## config.mk

```make
export PLATFORM = sky130hd
export DESIGN_NAME = tx_arb
export DESIGN_NICKNAME = d
export VERILOG_FILES = /design/src/rtl/tx_arb_pkg.sv /design/src/rtl/tx_gap_tmr.sv /design/src/rtl/tx_arb.sv
export SDC_FILE = /design/constraint.sdc
export NUM_CORES = 1
export LEC_CHECK = 0
export BUFFER_PORTS_ARGS = -buffer_cell sky130_fd_sc_hd__buf_2
export CAP_MARGIN = 15
export CORE_AREA = 5 5 59 100
export DETAILED_ROUTE_END_ITERATION = 10
export DIE_AREA = 0 0 64 105
export PLACE_DENSITY = 0.76
export SYNTH_ARGS = -nofsm -noshare
export SYNTH_HDL_FRONTEND = slang
export SYNTH_HIERARCHICAL = 1
export SYNTH_SLANG_ARGS = --single-unit
export TNS_END_PERCENT = 50
```

## constraint.sdc

```tcl
create_clock -name clk -period 2.65 [get_ports clk]
set_input_delay 0.265 -clock clk [delete_from_list [all_inputs] [get_ports clk]]
set_output_delay 0.265 -clock clk [all_outputs]
set_load 0.05 [all_outputs]
```

## src/rtl/tx_arb_pkg.sv

```systemverilog
// tx_arb_pkg: shared types and defaults for the UART transmit arbiter
package tx_arb_pkg;
    typedef enum logic [2:0] {IDLE, RESP_TX, TEL_HI, TEL_LO, GAP} state_t;
    typedef enum logic {RESP, TEL} grant_t;
    localparam int GAP_CYCLES_DEF = 16;
endpackage

```

## src/rtl/tx_gap_tmr.sv

```systemverilog
// tx_gap_tmr: loadable 8-bit down counter that flags zero
module tx_gap_tmr (
    input  logic       clk,
    input  logic       rst_n,
    input  logic       load,
    input  logic       dec,
    input  logic [7:0] load_val,
    output logic       zero
);
    logic [7:0] cnt;
    always_ff @(posedge clk or negedge rst_n)
        if (!rst_n) cnt <= '0;
        else if (load) cnt <= load_val;
        else if (dec && cnt != 8'd0) cnt <= cnt - 8'd1;
    assign zero = cnt == 8'd0;
endmodule

```

## src/rtl/tx_arb.sv

```systemverilog
// tx_arb: round-robin arbiter sharing one UART between responses and 2-byte telemetry frames
module tx_arb import tx_arb_pkg::*; #(
    parameter int GAP_CYCLES = GAP_CYCLES_DEF
) (
    input  logic        clk,
    input  logic        rst_n,
    input  logic        send_resp,
    input  logic [7:0]  resp,
    input  logic        tel_req,
    input  logic [15:0] tel_data,
    input  logic        tx_done,
    input  logic        clr_ovr,
    output logic        trmt,
    output logic [7:0]  tx_data,
    output logic        tel_ack,
    output logic        resp_ovr,
    output logic        busy
);
    state_t      state;
    grant_t      last_grant;
    logic        resp_pend, to_lo, lo_start, gap_zero;
    logic        idle, resp_rq, pick_tel, pick_resp, tx_end;
    logic [7:0]  resp_buf, resp_tx, resp_byte, held;
    logic [15:0] tel_buf;
    // a response arriving in an IDLE cycle is bypassed straight to the UART
    assign idle      = rst_n && state == IDLE;
    assign resp_rq   = resp_pend || send_resp;
    assign resp_byte = resp_pend ? resp_buf : resp;
    assign pick_tel  = idle && tel_req && (!resp_rq || last_grant == RESP);
    assign pick_resp = idle && resp_rq && !pick_tel;
    assign tx_end    = tx_done && (state == RESP_TX || state == TEL_HI || state == TEL_LO);
    assign held      = last_grant == RESP ? resp_tx :
                       (state == TEL_HI || (state == GAP && to_lo)) ? tel_buf[15:8] : tel_buf[7:0];
    assign trmt      = pick_tel || pick_resp || lo_start;
    assign tx_data   = pick_tel ? tel_data[15:8] : pick_resp ? resp_byte : held;
    assign tel_ack   = tx_done && state == TEL_LO;
    assign busy      = state != IDLE;
    tx_gap_tmr u_gap (
        .clk      (clk),
        .rst_n    (rst_n),
        .load     (tx_end),
        .dec      (state == GAP),
        .load_val (8'(GAP_CYCLES - 1)),
        .zero     (gap_zero)
    );
    always_ff @(posedge clk or negedge rst_n)
        if (!rst_n) begin
            state      <= IDLE;
            last_grant <= TEL;
            tel_buf    <= '0;
            resp_tx    <= '0;
            to_lo      <= 1'b0;
            lo_start   <= 1'b0;
        end else begin
            lo_start <= 1'b0;
            case (state)
                IDLE:
                    if (pick_tel) begin
                        tel_buf    <= tel_data;
                        last_grant <= TEL;
                        state      <= TEL_HI;
                    end else if (pick_resp) begin
                        resp_tx    <= resp_byte;
                        last_grant <= RESP;
                        state      <= RESP_TX;
                    end
                RESP_TX, TEL_HI, TEL_LO:
                    if (tx_done) begin
                        to_lo <= state == TEL_HI;
                        state <= GAP;
                    end
                GAP:
                    if (gap_zero) begin
                        state    <= to_lo ? TEL_LO : IDLE;
                        lo_start <= to_lo;
                    end
                default: state <= IDLE;
            endcase
        end
    // a byte issued by bypass never enters the buffer; set beats clear on resp_ovr
    always_ff @(posedge clk or negedge rst_n)
        if (!rst_n) begin
            resp_pend <= 1'b0;
            resp_buf  <= '0;
            resp_ovr  <= 1'b0;
        end else begin
            if (send_resp && !(pick_resp && !resp_pend)) begin
                resp_buf  <= resp;
                resp_pend <= 1'b1;
            end else if (pick_resp) begin
                resp_pend <= 1'b0;
            end
            resp_ovr <= (send_resp && resp_pend && !pick_resp) || (resp_ovr && !clr_ovr);
        end
endmodule
```

==> flow_summary.yaml <==
global_routing:
  use_met1: 0.216
  use_met2: 0.310
  grt_max_degree: 49
  grt_pass1_wl_um: 9950
  gr-total-overflow: 0
  antenna_found_initial: 0
  grt_usage: 0.181
  grtUsageMet3: 0.0354
  grt_pass1_vias: 2137
  grt-busiest-layer: "met2"
clocking:
  cts_root_buf: "clkbuf_8"
  tritoncts: "built"
  clk_latency_ns: 0.30
  ctsHtreeMaxLevel: 2
  cts_sinks: 48
  cts.path.max_buffers: 2
  clk_pin_slew_ns: 0.09
  numCtsBuffers: 5
floorplan:
  coreArea_mm2: 0.00498
  row_count: 34
  dieArea_mm2: 0.00672
  start_util: 0.524
  io_pins: 42
  die_w_um: 64
  die_y_um: 105
power:
  ir_worst_vdd_mv: 1.01
  switching_share: 0.443
  intPower_w: 0.00219
  p_total_w: 0.00393
  power.switching_w: 0.00174
  powerDensity_mw_per_mm2: 1270
  total_leakage_power_nw: 1.51
  power_frac_clock: 0.143
  combPwrFrac: 0.536
  seq_power_share: 0.320
synthesis:
  ys_ff_latch: 48
  synth.avg_cell_area_um2: 9.51
  dominantRegCellSynth: "dfrtp_1"
  yosysSeqAreaShare: 0.461
  syn_inst: 274
  yosysWarnings: 6
  async_reset_ff_frac: 1.00
  synthesis.area_mm2: 0.00261
  synth_edf_count: 0
  synth_cell_types: 51
sta:
  hold_viol: 0
  post-route-min-period_ns: 2.63
  drv_slew: 0
  max_freq_ghz: 0.380
  fin_crit_sh: 0.992
  relSlewSlack: 0.448
  setup_viol: 0
  finClkSkew_ns: 0.00740
  setup_slack_ns: 0.0218
  rsz0062_at_grt: "yes"
  worst_pin_slew_ns: 0.821
flow_run:
  maxCapViolCount: 0
worst_setup_path:
  crit_path_start_kind: "flip-flop"
  cp.arrival_ns: 2.36
  end_kind: "output port"
  crit_fanout: 4
  path_class: "reg -> out"
  crit_required_ns: 2.38
detailed_routing:
  first_iter_violations: 78
  vias: 2194
  post_drt_wl_per_cell_um: 15.7
  drt.antenna.violating_nets: 0
  wl_um: 6010
  drtPass1Iterations: 4
  post-route-drc-count: 0
  vias_per_cell: 5.73
final_layout:
  drive_gt1_frac: 0.283
  final_core_util: 0.622
  final_common_cell: "nand2_1"
  layout_common_cells: "nand2_1 (55), dfrtp_1 (45), buf_2 (38)"
  n_fill_cell: 421
  syn_to_final_growth_pct: 18.8
  diodes: 0
  fin_nets: 360
outcome:
  status: "complete, no violations"
min_path:
  hold_class: "in -> async"
placed_design:
  gp_congestion: 0.862
  hpwlAfterDp_um: 4370
  pre_cts_slack_ns: 0.235
  port_buffers: 41
-- worst max-delay path, cell delays in order, from the launching register on --
cell and delay (ns):
dfrtp_2 0.44, or4b_4 0.54, o31a_1 0.36, a221o_1 0.36
o22a_1 0.15, buf_2 0.21
-- layer usage --
| layer | part of all wire | vias to the layer above |
|---|---|---|
| li1 | - | 1086 |
| met2 | 0.53 | 47 |
| met5 | 0 | - |
| met3 | 0.043 | 15 |
| met4 | 0.023 | 0 |
| met1 | 0.41 | 1046 |
-- area by class of cell --
class	count	area [um2]	share of cell area
Tap cell	54	67.6	0.0218
Timing Repair Buffer	57	344	0.111
Inverter	7	26.3	0.00848
Clock buffer	6	82.6	0.0267
Clock inverter	2	38.8	0.0125
Multi-Input combinational cell	209	1330	0.430
Sequential cell	48	1200	0.389
-- power groups by stage --
stage | Clock [W] | Sequential (W) | Combinational [W]
final | 0.000562 | 0.00126 | 0.00211
after global placement | 0 | 0.00126 | 0.00195
after global routing | 0.000611 | 0.00130 | 0.00228
after CTS | 0.000574 | 0.00125 | 0.00204
after detailed placement | 0 | 0.00127 | 0.00199
after floorplan | 0 | 0.00120 | 0.00160
-- timing repair --
action / CTS / global route
hold buffers: 0 / 0
resized for setup: 3 / 9
setup buffers: 1 / 4
setup endpoints to repair: 8 / 8
pin swaps: 0 / 1
gates cloned: 0 / 0
-- cells in the mapped netlist (3+ instances only) --
cell type   n  area (um2)
nor3_1      7        35.0
clkbuf_1    9        33.8
a21oi_1    13        65.1
nand2_1    55         206
nand3_1     9        45.0
nor3b_1     4        30.0
a221o_1    10         100
o21ai_0    13        65.1
o21a_1      5        37.5
nor2b_1     3        18.8
mux2i_1     5        50.1
a21o_1      4        30.0
buf_2       4        20.0
nor2_1     13        48.8
inv_1       6        22.5
o22a_1      4        35.0
dfrtp_1    47        1180
or4_1       3        22.5
mux2_2     17         191
-- worst paths after layout --
| check | from | end | slack (ns) | depth (start not counted) |
|---|---|---|---|---|
| worst min-delay path | rst_n | to_lo | 0.11 | 2 |
| min in group clk | tel_data[5] | tel_buf[5] | 0.15 | 3 |
| max in group asynchronous | rst_n | state[1] | 2.09 | 2 |
| worst max register to register | state[1] | u_gap/cnt[7] | 0.34 | 8 |
| worst min register to register | tel_buf[11] | tel_buf[11] | 0.48 | 2 |
| worst max-delay path | state[1] | tx_data[1] | 0.02 | 5 |
-- state kept, by name, indices dropped and copies added (netlist names) --
register and cells:
state 3, resp_pend 1, resp_buf 8, lo_start 1, u_gap/cnt 8, last_grant 1
resp_ovr 1, to_lo 1, tel_buf 16, resp_tx 8
-- per-stage QoR --
step                instance area, um2  cells  TNS (ns)  hold slack, ns
floorplan                         2630    280         0         -0.0306
global placement                  2910    370         0           0.451
detailed placement                2910    370         0           0.461
CTS                               3050    379         0           0.145
global route                      3100    383    -0.427           0.141
finish                            3100    383         0           0.112
-- logic make-up after synthesis --
| family | share of synthesized area |
|---|---|
| other | 0.00288 |
| multiplexers | 0.0927 |
| buffers and inverters | 0.0379 |
| adder cells (fa/ha/maj) | 0.00960 |
| flip-flops | 0.461 |
| AO/OA/AOI/OAI | 0.189 |
| AND/OR/NAND/NOR | 0.207 |
Note: power is estimated with default switching activity, not from simulation.
